$ cat config.mk
export PLATFORM = sky130hd
export DESIGN_NAME = vga_timing_ctrl_flat
export DESIGN_NICKNAME = d
export VERILOG_FILES = /design/src/rtl/vga_timing_ctrl_pkg.sv /design/src/rtl/vga_timing_ctrl_if.sv /design/src/rtl/vga_phase_fsm.sv /design/src/rtl/vga_timing_ctrl.sv /design/src/flat_wrapper.sv
export SDC_FILE = /design/constraint.sdc
export NUM_CORES = 1
export LEC_CHECK = 0
export ABC_AREA = 0
export CORE_MARGIN = 3
export CORE_UTILIZATION = 54
export DETAILED_ROUTE_END_ITERATION = 6
export PLACE_DENSITY = 0.89
export SYNTH_ARGS = -nofsm -noshare
export SYNTH_HDL_FRONTEND = slang
export SYNTH_SLANG_ARGS = --single-unit
$ cat constraint.sdc
create_clock -name clk -period 3.1 [get_ports clk]
set_input_delay 0.31 -clock clk [delete_from_list [all_inputs] [get_ports clk]]
set_output_delay 0.31 -clock clk [all_outputs]
set_load 0.1 [all_outputs]
$ cat src/rtl/vga_timing_ctrl_pkg.sv
// Shared definitions for the VGA timing controller.
//   phase_e     : scan phase encoding used by both the H and V sequencers
//   Def*        : 640x480@60 timing defaults (pixels for H, lines for V)
//   next_phase  : ACTIVE -> FRONT -> SYNC -> BACK -> ACTIVE successor
package vga_timing_ctrl_pkg;

   typedef enum logic [1:0] {
      PhActive = 2'd0,
      PhFront  = 2'd1,
      PhSync   = 2'd2,
      PhBack   = 2'd3
   } phase_e;

   localparam int unsigned DefHActive = 640;
   localparam int unsigned DefHFp     = 16;
   localparam int unsigned DefHSync   = 96;
   localparam int unsigned DefHBp     = 48;
   localparam int unsigned DefVActive = 480;
   localparam int unsigned DefVFp     = 10;
   localparam int unsigned DefVSync   = 2;
   localparam int unsigned DefVBp     = 33;
   localparam int unsigned DefCw      = 10;

   // The encoding is a plain 2-bit count, so the successor wraps BACK back to ACTIVE.
   function automatic phase_e next_phase(input phase_e p);
      return phase_e'(p + 2'd1);
   endfunction

endpackage

$ cat src/rtl/vga_timing_ctrl_if.sv
// Pixel-side bundle of the VGA timing controller.
//   i_sclr, i_pix_en               : restart / pixel tick into the controller
//   o_hsync, o_vsync, o_de         : sync and data-enable to the RGB stage
//   o_x, o_y                       : active-area coordinates (0 in blanking)
//   o_line_end, o_frame_start      : per-tick strobes
// modport master: the timing controller; modport slave: its driver / consumer.
interface vga_timing_ctrl_if
   import vga_timing_ctrl_pkg::*;
#(
   parameter int unsigned CW = DefCw
);
   logic          i_sclr;
   logic          i_pix_en;
   logic          o_hsync;
   logic          o_vsync;
   logic          o_de;
   logic [CW-1:0] o_x;
   logic [CW-1:0] o_y;
   logic          o_line_end;
   logic          o_frame_start;

   modport master (
      input  i_sclr, i_pix_en,
      output o_hsync, o_vsync, o_de, o_x, o_y, o_line_end, o_frame_start
   );

   modport slave (
      output i_sclr, i_pix_en,
      input  o_hsync, o_vsync, o_de, o_x, o_y, o_line_end, o_frame_start
   );
endinterface

$ cat src/rtl/vga_phase_fsm.sv
// Generic four-phase sequencer (ACTIVE -> FRONT -> SYNC -> BACK -> ACTIVE).
//   clk, i_rst : clock, asynchronous active-high reset
//   i_sclr     : synchronous return to (ACTIVE, 0); overrides i_step
//   i_step     : advance one position
//   o_phase    : current phase (registered)
//   o_cnt      : position within the phase (registered, clears on every transition)
//   o_last     : o_cnt is the last position of the current phase
module vga_phase_fsm
   import vga_timing_ctrl_pkg::*;
#(
   parameter int unsigned LEN_ACTIVE = DefHActive,
   parameter int unsigned LEN_FRONT  = DefHFp,
   parameter int unsigned LEN_SYNC   = DefHSync,
   parameter int unsigned LEN_BACK   = DefHBp,
   parameter int unsigned CW         = DefCw
) (
   input  logic          clk,
   input  logic          i_rst,
   input  logic          i_sclr,
   input  logic          i_step,
   output phase_e        o_phase,
   output logic [CW-1:0] o_cnt,
   output logic          o_last
);

   localparam logic [CW-1:0] LastActive = CW'(LEN_ACTIVE - 1);
   localparam logic [CW-1:0] LastFront  = CW'(LEN_FRONT - 1);
   localparam logic [CW-1:0] LastSync   = CW'(LEN_SYNC - 1);
   localparam logic [CW-1:0] LastBack   = CW'(LEN_BACK - 1);

   phase_e        phase_q;
   logic [CW-1:0] cnt_q;
   logic [CW-1:0] last_cnt;

   always_comb begin
      last_cnt = LastActive;
      unique case (phase_q)
         PhActive: last_cnt = LastActive;
         PhFront:  last_cnt = LastFront;
         PhSync:   last_cnt = LastSync;
         PhBack:   last_cnt = LastBack;
         default:  last_cnt = LastActive;
      endcase
   end

   // A length of 1 gives last_cnt = 0, so every step leaves the phase.
   assign o_last = (cnt_q == last_cnt);

   always_ff @(posedge clk or posedge i_rst) begin
      if (i_rst) begin
         phase_q <= PhActive;
         cnt_q   <= '0;
      end else if (i_sclr) begin
         phase_q <= PhActive;
         cnt_q   <= '0;
      end else if (i_step) begin
         if (o_last) begin
            phase_q <= next_phase(phase_q);
            cnt_q   <= '0;
         end else begin
            cnt_q <= cnt_q + 1'b1;
         end
      end
   end

   assign o_phase = phase_q;
   assign o_cnt   = cnt_q;

endmodule

$ cat src/rtl/vga_timing_ctrl.sv
// VGA scan timing generator.
//   clk   : system clock
//   i_rst : asynchronous active-high reset
//   bus   : vga_timing_ctrl_if.master -- i_sclr / i_pix_en in; sync, de, coordinates and
//           line/frame strobes out
// The horizontal sequencer steps on each pixel tick; the vertical sequencer steps on the
// last back-porch pixel of each line, so vsync edges fall on line boundaries.
module vga_timing_ctrl
   import vga_timing_ctrl_pkg::*;
#(
   parameter int unsigned H_ACTIVE = DefHActive,
   parameter int unsigned H_FP     = DefHFp,
   parameter int unsigned H_SYNC   = DefHSync,
   parameter int unsigned H_BP     = DefHBp,
   parameter int unsigned V_ACTIVE = DefVActive,
   parameter int unsigned V_FP     = DefVFp,
   parameter int unsigned V_SYNC   = DefVSync,
   parameter int unsigned V_BP     = DefVBp,
   parameter bit          SYNC_POL = 1'b0,
   parameter int unsigned CW       = DefCw
) (
   input logic               clk,
   input logic               i_rst,
   vga_timing_ctrl_if.master bus
);

   phase_e        h_phase;
   phase_e        v_phase;
   logic [CW-1:0] h_cnt;
   logic [CW-1:0] v_cnt;
   logic          h_last;
   logic          v_last_unused;
   logic          line_end;

   vga_phase_fsm #(
      .LEN_ACTIVE (H_ACTIVE),
      .LEN_FRONT  (H_FP),
      .LEN_SYNC   (H_SYNC),
      .LEN_BACK   (H_BP),
      .CW         (CW)
   ) u_h_fsm (
      .clk     (clk),
      .i_rst   (i_rst),
      .i_sclr  (bus.i_sclr),
      .i_step  (bus.i_pix_en),
      .o_phase (h_phase),
      .o_cnt   (h_cnt),
      .o_last  (h_last)
   );

   assign line_end = bus.i_pix_en && (h_phase == PhBack) && h_last;

   vga_phase_fsm #(
      .LEN_ACTIVE (V_ACTIVE),
      .LEN_FRONT  (V_FP),
      .LEN_SYNC   (V_SYNC),
      .LEN_BACK   (V_BP),
      .CW         (CW)
   ) u_v_fsm (
      .clk     (clk),
      .i_rst   (i_rst),
      .i_sclr  (bus.i_sclr),
      .i_step  (line_end),
      .o_phase (v_phase),
      .o_cnt   (v_cnt),
      .o_last  (v_last_unused)
   );

   // Decoded from the phase registers only; no dependence on the pixel tick.
   assign bus.o_hsync = (h_phase == PhSync) ? SYNC_POL : ~SYNC_POL;
   assign bus.o_vsync = (v_phase == PhSync) ? SYNC_POL : ~SYNC_POL;
   assign bus.o_de    = (h_phase == PhActive) && (v_phase == PhActive);
   assign bus.o_x     = (h_phase == PhActive) ? h_cnt : '0;
   assign bus.o_y     = (v_phase == PhActive) ? v_cnt : '0;

   assign bus.o_line_end    = line_end;
   assign bus.o_frame_start = bus.i_pix_en && (h_phase == PhActive) && (v_phase == PhActive)
                              && (h_cnt == '0) && (v_cnt == '0);

endmodule

$ cat src/flat_wrapper.sv
// flat-port wrapper written by rule: the top's interface ports become plain ports
module vga_timing_ctrl_flat import vga_timing_ctrl_pkg::*;
#(
   parameter int unsigned H_ACTIVE = DefHActive,
   parameter int unsigned H_FP     = DefHFp,
   parameter int unsigned H_SYNC   = DefHSync,
   parameter int unsigned H_BP     = DefHBp,
   parameter int unsigned V_ACTIVE = DefVActive,
   parameter int unsigned V_FP     = DefVFp,
   parameter int unsigned V_SYNC   = DefVSync,
   parameter int unsigned V_BP     = DefVBp,
   parameter bit          SYNC_POL = 1'b0,
   parameter int unsigned CW       = DefCw
)
  (clk, i_rst, bus_i_sclr, bus_i_pix_en, bus_o_hsync, bus_o_vsync, bus_o_de, bus_o_x, bus_o_y, bus_o_line_end, bus_o_frame_start);
  vga_timing_ctrl_if #(.CW(CW)) bus_i ();
  input logic clk;
  input logic i_rst;
  input wire logic [$bits(bus_i.i_sclr)-1:0] bus_i_sclr;
  input wire logic [$bits(bus_i.i_pix_en)-1:0] bus_i_pix_en;
  output wire logic [$bits(bus_i.o_hsync)-1:0] bus_o_hsync;
  output wire logic [$bits(bus_i.o_vsync)-1:0] bus_o_vsync;
  output wire logic [$bits(bus_i.o_de)-1:0] bus_o_de;
  output wire logic [$bits(bus_i.o_x)-1:0] bus_o_x;
  output wire logic [$bits(bus_i.o_y)-1:0] bus_o_y;
  output wire logic [$bits(bus_i.o_line_end)-1:0] bus_o_line_end;
  output wire logic [$bits(bus_i.o_frame_start)-1:0] bus_o_frame_start;
  assign bus_i.i_sclr = bus_i_sclr;
  assign bus_i.i_pix_en = bus_i_pix_en;
  assign bus_o_hsync = bus_i.o_hsync;
  assign bus_o_vsync = bus_i.o_vsync;
  assign bus_o_de = bus_i.o_de;
  assign bus_o_x = bus_i.o_x;
  assign bus_o_y = bus_i.o_y;
  assign bus_o_line_end = bus_i.o_line_end;
  assign bus_o_frame_start = bus_i.o_frame_start;
  vga_timing_ctrl #(.H_ACTIVE(H_ACTIVE), .H_FP(H_FP), .H_SYNC(H_SYNC), .H_BP(H_BP), .V_ACTIVE(V_ACTIVE), .V_FP(V_FP), .V_SYNC(V_SYNC), .V_BP(V_BP), .SYNC_POL(SYNC_POL), .CW(CW)) u_core (.clk(clk), .i_rst(i_rst), .bus(bus_i));
endmodule
# --- After elaboration in Yosys (flattened, before gate mapping) ---
# Cells that the tools add are included.
# Widths: inputs -> output; s select.
word_totals:
  regBits: 24
  input_bits: 4
op_classes:
  n_addsub: 4
  n_eq_ne: 8
  n_mux: 18
  n_reduce_logical: 17
ops:
  columns: ["cell", "n"]
  rows:
  - ["$mux 10", 8]
  - ["$pmux 10 s4", 2]
  - ["$add 10x1->10 const B", 2]
  - ["$eq 10x10->1", 2]
  - ["$logic_not 10->1", 2]
  - ["$mux 2", 6]
  - ["$eq 2x2->1 const B", 4]
  - ["$reduce_bool 2->1", 4]
  - ["$logic_and 1x1->1", 7]
  - ["$add 2x1->2 const B", 2]
  - ["$eq 2x1->1 const B", 2]
  - ["$logic_not 2->1", 2]
  - ["$reduce_and 2->1", 2]
  - ["$mux 1", 2]

# --- Depth between registers and ports, before layout ---
# Gate-level depths: netlist of run 1.
logic_depth:
  word_depth: 6
  mapped_depth: 8

# --- Hierarchy ---
# Synthesis of run 1 repeated with hierarchy kept, for this count alone.
hier_totals:
  hier_cells: 186
  area_unflattened_um2: 1674.1
modules_own_cells:
  columns: ["module", "instances", "cells_per_inst", "area_per_inst_um2", "seq_area_each_um2"]
  rows:
  - ["vga_phase_fsm (u_core.u_v_fsm)", 1, 78, 763.2, 300.3]
  - ["vga_phase_fsm (u_core.u_h_fsm)", 1, 73, 691.9, 300.3]
  - ["vga_timing_ctrl", 1, 35, 219.0, 0.0]

# --- Worst setup path after synthesis of run 1 ---
# No wires, ideal clock.
synth_timing:
  path_type: "reg2out"
  from: "reg u_core.u_v_fsm.phase_q[0] (netlist: u_core.u_v_fsm.o_phase[0])"
  to: "out bus_o_frame_start"
  t_arrival_ns: 4.530
  t_required_ns: 2.790
  slack_ns: -1.740
  path_stages_with_launch: 6
  path_buffers: 0
  cell_sequence: "dfrtp_1 -> inv_1 -> ha_1 -> and2_1 -> nand2_1 -> nor4_1"
synth_via:
  elab_chain_len: 4
synth_rtl:
  columns: ["item", "line_no", "text"]
  rows:
  - ["from (decl)", "vga_phase_fsm.sv:31", "phase_e phase_q;"]
  - ["from (signal assigned)", "vga_phase_fsm.sv:51", "phase_q <= PhActive;"]
  - ["from (signal assigned)", "vga_phase_fsm.sv:54", "phase_q <= PhActive;"]
  - ["from (signal assigned)", "vga_phase_fsm.sv:58", "phase_q <= next_phase(phase_q);"]
  - ["$logic_not 2->1", "vga_timing_ctrl.sv:77", "assign bus.o_frame_start = bus.i_pix_en && (h_phase == PhActive) && (v_phase == PhActive)"]
  - ["$logic_and 1x1->1", "vga_timing_ctrl.sv:77", null]
  - ["$logic_and 1x1->1 (2 in series)", "vga_timing_ctrl.sv:78", "&& (h_cnt == '0) && (v_cnt == '0);"]
  - ["to (decl)", "flat_wrapper.sv:27", "output wire logic [$bits(bus_i.o_frame_start)-1:0] bus_o_frame_start;"]
# Every way passes these cells.

# --- Worst setup path in the final report of run 1 ---
layout_timing:
  from: "reg u_core.u_h_fsm.phase_q[0] (netlist: u_core.u_h_fsm.o_phase[0])"
  to: "out bus_o_line_end"
layout_via:
  elab_chain_len: 4
  elab_cells_between_ends: 8
  classes_between: "eq/ne (4); mux (1); reduce/logical (3)"
layout_rtl:
  columns: ["item", "line_no", "text"]
  rows:
  - ["from (decl)", "vga_phase_fsm.sv:31", null]
  - ["from (signal assigned)", "vga_phase_fsm.sv:51", null]
  - ["from (signal assigned)", "vga_phase_fsm.sv:54", null]
  - ["from (signal assigned)", "vga_phase_fsm.sv:58", null]
  - ["$eq 2x2->1, or another cell as far along", "vga_phase_fsm.sv:37, vga_timing_ctrl.sv:51", null]
  - ["$pmux 10 s4", "vga_phase_fsm.sv:37", "unique case (phase_q)"]
  - ["$eq 10x10->1", "vga_phase_fsm.sv:47", "assign o_last = (cnt_q == last_cnt);"]
  - ["$logic_and 1x1->1 (*)", "vga_timing_ctrl.sv:51", "assign line_end = bus.i_pix_en && (h_phase == PhBack) && h_last;"]
  - ["to (decl)", "flat_wrapper.sv:26", "output wire logic [$bits(bus_i.o_line_end)-1:0] bus_o_line_end;"]
# Mark *: on every way between the ends. The rest lies on a longest branch, timed or not. The select of a mux whose other input is x is not followed.

==> impl_metrics.json, run 1 <==
{
  "grt_pass1_wl_mm": 7.60,
  "ant_nets": 0,
  "leakage_nw": 0.939,
  "n_antenna_cell": 0,
  "grt_max_degree": 25,
  "rows": 20,
  "synth_top_flop_cell": "dfrtp_1",
  "critPathCaptureType": "output pin",
  "synthDistinctLibCells": 49,
  "critPathArrivalTime_ps": 2500,
  "first_iter_violations": 219,
  "pwr-share-clk_pct": 28.4,
  "viasPerCell": 6.30,
  "path_clk_slew_ps": 150,
  "drc_errors": 0,
  "setup_viol_count_final": 0,
  "num-nets-final": 264,
  "ctsResizeCount": 0,
  "areaGrowthSynthToFinish_pct": 17.1,
  "critPathLaunchType": "flop",
  "p_seq_share_pct": 53.4,
  "worst_pin_slew_ps": 917,
  "numCtsBuffers": 3,
  "fmaxAchievable_mhz": 356,
  "num_io_pins": 29,
  "slew_headroom_pct": 38.8,
  "seq_area_frac_synth_pct": 31.8,
  "crit_path_top_delay_cell": "or4_1",
  "cts_hold_buffers": 0,
  "rsz0062_at_grt": "no",
  "mostFrequentLayoutCell": "buf_4",
  "slew_violations": 0,
  "post-route-period-util_pct": 90.7,
  "wl_per_cell_um": 16.2,
  "root_buffer": "clkbuf_4",
  "required_ps": 2790,
  "synth-edff-count": 0,
  "async_reset_ff_share_pct": 100,
  "synth_seq_cells": 24,
  "clk_path_buf_depth": 2,
  "crit_fanout": 11,
  "dr.pass1.iters": 4,
  "finalInstanceArea_mm2": 0.00221,
  "synth_top_area_share_pct": 31.8,
  "postCtsSetupBuffers": 0,
  "routabilityCongestion": 0.953,
  "cp_num_buf_inv": 2,
  "tns_ps": 0,
  "crit_start": "u_core.u_h_fsm.o_phase[0]$_DFFE_PP0P_",
  "clock-sinks": 24,
  "dieArea_mm2": 0.00425,
  "hold_viol": 0,
  "final_cell_mix": "buf_4, dfrtp_1, ha_1, nand2_1, and2_1",
  "status": "finished clean",
  "die_h_um": 65.2,
  "io_buffers": 28,
  "drt_wl_total_mm": 4.64,
  "syn-mean-instance-area_um2": 8.63,
  "critPathTopFamily": "simple AND/OR/NAND/NOR gates",
  "synth_area_mm2": 0.00189,
  "sw_frac_of_total_pct": 31.2,
  "dp_hpwl_mm": 3.43,
  "cpPeakStageDelay_ps": 730,
  "start_util_pct": 59.0,
  "grt_use_total_pct": 22.4,
  "critical_path_class": "flop to output pin",
  "pwr-share-comb_pct": 18.2,
  "synth_area_leaders": "dfrtp_1, ha_1, and2_1",
  "finClkSkew_ps": 6.82,
  "max-vdd-ir-drop_uv": 218,
  "register_area_um2": 601,
  "cts_max_level": 1,
  "vias": 1801,
  "synthCells": 219,
  "num-fill-cells": 283,
  "drive_gt1_share_pct": 16.9,
  "maxCapViolCount": 0,
  "antenna_found_initial": 0,
  "powerDensity_mw_per_mm2": 277,
  "yosysTopAreaCell": "dfrtp_1",
  "dp_cells": 282,
  "synth_nets": 240,
  "core_mm2": 0.00320,
  "min_period_ps": 2810,
  "cts_tree": "built",
  "switching_power_w": 0.000191,
  "overflow": 0,
  "hold_path.class": "input port to async pin",
  "p_int_w": 0.000421,
  "yosys_warnings": 0,
  "multi_input_area_mm2": 0.00120,
  "r2r_start": "u_core.u_v_fsm.o_phase[0]$_DFFE_PP0P_",
  "insertion_delay_ps": 320,
  "die_x_um": 65.2,
  "stdcell_count": 286,
  "grt_pass1_vias": 1586,
  "cp_cell_sequence": "inv_1 > ha_1 > nor2_1 > or4_1 > nor2_2 > buf_12",
  "placed_area_mm2": 0.00218
}
power by group through the flow:
stage	registers [W]	logic [W]	clock network, W
CTS	0.000326	0.000112	0.000174
finish	0.000327	0.000112	0.000174
global route	0.000328	0.000119	0.000185
detailed placement	0.000332	0.000112	0
floorplan	0.000326	0.0000877	0
global placement	0.000332	0.000111	0
synthesized netlist by cell type (2+ instances only):
library cell  count
dfrtp_1          24
ha_1             17
and2_1           15
nand2_1          15
inv_1            14
nor2_1           13
nand4_1          12
nor4_1            9
o211ai_1          9
nand3_1           8
clkbuf_1          7
a21oi_1           6
or3_1             6
nor3_1            5
o2111ai_1         5
o21ai_0           5
xor2_1            5
buf_2             4
o31ai_1           4
xnor2_1           3
o21a_1            2
o31a_1            2
or2_2             2
or4_1             2
path summary, 6_finish.rpt:
path                       slack [ps]                                     to  depth (start not counted)
max in group asynchronous        2070    u_core.u_h_fsm.o_cnt[4]$_DFFE_PP0P_                          2
hold reg to reg                   590  u_core.u_v_fsm.o_phase[0]$_DFFE_PP0P_                          2
setup / recovery                  290                         bus_o_line_end                          6
hold / removal                    470    u_core.u_v_fsm.o_cnt[2]$_DFFE_PP0P_                          2
setup reg to reg                  440    u_core.u_v_fsm.o_cnt[4]$_DFFE_PP0P_                          8
min in group clk                  590  u_core.u_v_fsm.o_phase[0]$_DFFE_PP0P_                          2
through the flow:
stage | power [W] | util [%] | hold slack [ps] | setup slack (ps)
final | 0.000612 | 69.1 | 475 | 288
after global routing | 0.000631 | 69.1 | 558 | 146
after CTS | 0.000612 | 69.1 | 518 | 308
after detailed placement | 0.000444 | 68.0 | 554 | 479
after global placement | 0.000443 | 68.0 | 544 | 596
after floorplan | 0.000414 | - | 325 | 0.921
flip-flops by register name, summed over array words and instances (netlist names):
signal / flops
u_core.u_v_fsm.o_cnt: 10
u_core.u_h_fsm.o_cnt: 10
u_core.u_v_fsm.o_phase: 2
u_core.u_h_fsm.o_phase: 2
per-layer routing:
layer | share of wire [%] | wire, um | vias up | track usage, %
met4 | 0.45 | 21 | 0 | 4.66
met3 | 7.4 | 343 | 2 | 2.56
met5 | 0 | 0 | - | 0
li1 | - | - | 863 | -
met1 | 45 | 2090 | 861 | 33.0
met2 | 47 | 2190 | 75 | 35.7
logic make-up after synthesis:
group,synth area share (%)
xor gates and xnor gates,3.71
buffers and inverters,5.89
AOI/OAI and AO/OA,17.6
adders and majority gates,11.3
and+or+nand+nor,28.7
DFF,31.8
muxes,1.13
layout make-up:
class,instances,share of cell area [%]
Clock buffer,4,1.64
Inverter,14,2.37
Multi-Input combinational cell,168,54.0
Sequential cell,24,27.1
Tap cell,44,2.49
Timing Repair Buffer,32,12.3
(Power assumes the default switching activity.)
==> inputs of run 2 (changes only) <==
- ABC_CLOCK_PERIOD_IN_PS: not set -> 3100
- CORE_ASPECT_RATIO: not set -> 0.6
- CORE_UTILIZATION: 54 -> 55
- CTS_BUF_LIST: not set -> sky130_fd_sc_hd__clkbuf_8
- PLACE_DENSITY: 0.89 -> 0.9
==> run 2 against run 1 <==
Net effect:
- largest power group unchanged
- register-to-register slack better by 120 ps
- largest cell class unchanged
- global-route usage up 2.8 points
- clock power up 63%
- flip-flop and latch count unchanged
- worst hold slack better by 67 ps
- wire length up 8.2%
- utilization up 4.1 points
- first-iteration DRC count down 21%
- clock skew up 1.1 ps
- clock-buffer cell count down 1
- critical endpoint unchanged
- fmax up 1.0%
- sequential power about the same
==> impl_metrics.json, run 2 (synthesis gave the netlist of run 1 again) <==
{
  "status": "finished clean",
  "required_ps": 2790,
  "cts_tree": "built",
  "grt_pass1_wl_mm": 8.05,
  "critPathLaunchType": "flop",
  "dp_hpwl_mm": 3.85,
  "fmaxAchievable_mhz": 359,
  "grt_use_total_pct": 25.3,
  "n_antenna_cell": 0,
  "drive_gt1_share_pct": 17.3,
  "root_buffer": "clkbuf_8",
  "dr.pass1.iters": 5,
  "fin_total_pwr_w": 0.000724,
  "cts_hold_buffers": 0,
  "areaGrowthSynthToFinish_pct": 19.2,
  "path_clk_slew_ps": 90,
  "drc_errors": 0,
  "postCtsSetupBuffers": 0,
  "clock-sinks": 24,
  "hold_viol": 0,
  "powerDensity_mw_per_mm2": 321,
  "num-nets-final": 265,
  "dieArea_mm2": 0.00420,
  "wl_per_cell_um": 17.6,
  "insertion_delay_ps": 280,
  "first_iter_violations": 174,
  "clk_path_buf_depth": 2,
  "core_mm2": 0.00308,
  "slew_violations": 0,
  "leakage_nw": 0.959,
  "rsz0062_at_grt": "no",
  "mostFrequentLayoutCell": "buf_4",
  "max-vdd-ir-drop_uv": 289,
  "post-route-period-util_pct": 89.8,
  "overflow": 0,
  "routabilityCongestion": 0.923,
  "die_h_um": 51.4,
  "drt_wl_total_mm": 5.02,
  "worst_pin_slew_ps": 944,
  "ant_nets": 0,
  "grt_max_degree": 25,
  "num_io_pins": 29,
  "io_buffers": 28,
  "die_x_um": 81.7,
  "rows": 15,
  "crit_path_top_delay_cell": "or4_1",
  "critPathCaptureType": "output pin",
  "cp_cell_sequence": "inv_1 > ha_1 > nor2_1 > or4_1 > nor2_2 > buf_12",
  "critPathTopFamily": "simple AND/OR/NAND/NOR gates",
  "ctsResizeCount": 0,
  "cts_max_level": 1,
  "viasPerCell": 6.54,
  "start_util_pct": 61.4,
  "hold_path.class": "input port to async pin",
  "tns_ps": 0,
  "finClkSkew_ps": 7.96,
  "crit_fanout": 11,
  "holdWs_ps": 542,
  "grt_pass1_vias": 1633,
  "slew_headroom_pct": 37.0,
  "cpPeakStageDelay_ps": 720,
  "setup_viol_count_final": 0,
  "critPathArrivalTime_ps": 2470,
  "numCtsBuffers": 3,
  "maxCapViolCount": 0,
  "vias": 1865,
  "final_cell_mix": "buf_4, dfrtp_1, ha_1, nand2_1, and2_1",
  "critical_path_class": "flop to output pin",
  "cp_num_buf_inv": 2,
  "min_period_ps": 2780,
  "antenna_found_initial": 0
}
run 2: path summary, 6_finish.rpt:
| check | from | to | slack (ps) | cells after the start |
|---|---|---|---|---|
| setup / recovery | u_core.u_h_fsm.o_phase[0]$_DFFE_PP0P_ | bus_o_line_end | 320 | 6 |
| hold reg to reg | u_core.u_h_fsm.o_cnt[8]$_DFFE_PP0P_ | u_core.u_h_fsm.o_cnt[8]$_DFFE_PP0P_ | 580 | 1 |
| max in group asynchronous | i_rst | u_core.u_v_fsm.o_cnt[7]$_DFFE_PP0P_ | 1980 | 2 |
| hold / removal | i_rst | u_core.u_v_fsm.o_cnt[5]$_DFFE_PP0P_ | 540 | 2 |
| min in group clk | u_core.u_h_fsm.o_cnt[8]$_DFFE_PP0P_ | u_core.u_h_fsm.o_cnt[8]$_DFFE_PP0P_ | 580 | 1 |
| setup reg to reg | u_core.u_v_fsm.o_phase[0]$_DFFE_PP0P_ | u_core.u_v_fsm.o_cnt[3]$_DFFE_PP0P_ | 560 | 7 |
run 2: layout make-up:
type / instances / area, um^2
Clock buffer: 3 / 41.3
Clock inverter: 1 / 30.0
Sequential cell: 24 / 601
Fill cell: 229 / 825
Timing Repair Buffer: 33 / 280
Inverter: 14 / 52.6
Tap cell: 42 / 52.6
Multi-Input combinational cell: 168 / 1200
run 2: worst register-to-register path: cells and delay by family (launching register included):
kind | cells | cell delay, ps
AO/OA/AOI/OAI | 3 | 780
adder cells (fa/ha/maj) | 2 | 680
AND/OR/NAND/NOR | 1 | 440
flip-flops | 1 | 410
buffers and inverters | 1 | 100
run 2: metrics by stage:
stage               util, %  setup WS, ps  instances  cell area [um^2]
floorplan                 -         0.921        219              1910
global placement       70.9           669        281              2180
detailed placement     70.9           619        281              2180
CTS                    73.2           353        285              2250
global route           73.2           219        285              2250
finish                 73.2           317        285              2250
run 2: per-layer routing:
| layer | share of wire [%] | track usage (%) |
|---|---|---|
| met3 | 10 | 7.57 |
| met2 | 44 | 38.2 |
| met5 | 0 | 0 |
| met4 | 1.2 | 4.97 |
| met1 | 44 | 35.8 |
run 2: power breakdown:
| part | internal (W) | leakage [nW] | switching, W |
|---|---|---|---|
| logic | 0.0000323 | 0.590 | 0.0000812 |
| clock network | 0.000173 | 0.0357 | 0.000111 |
| registers | 0.000317 | 0.333 | 0.00000989 |
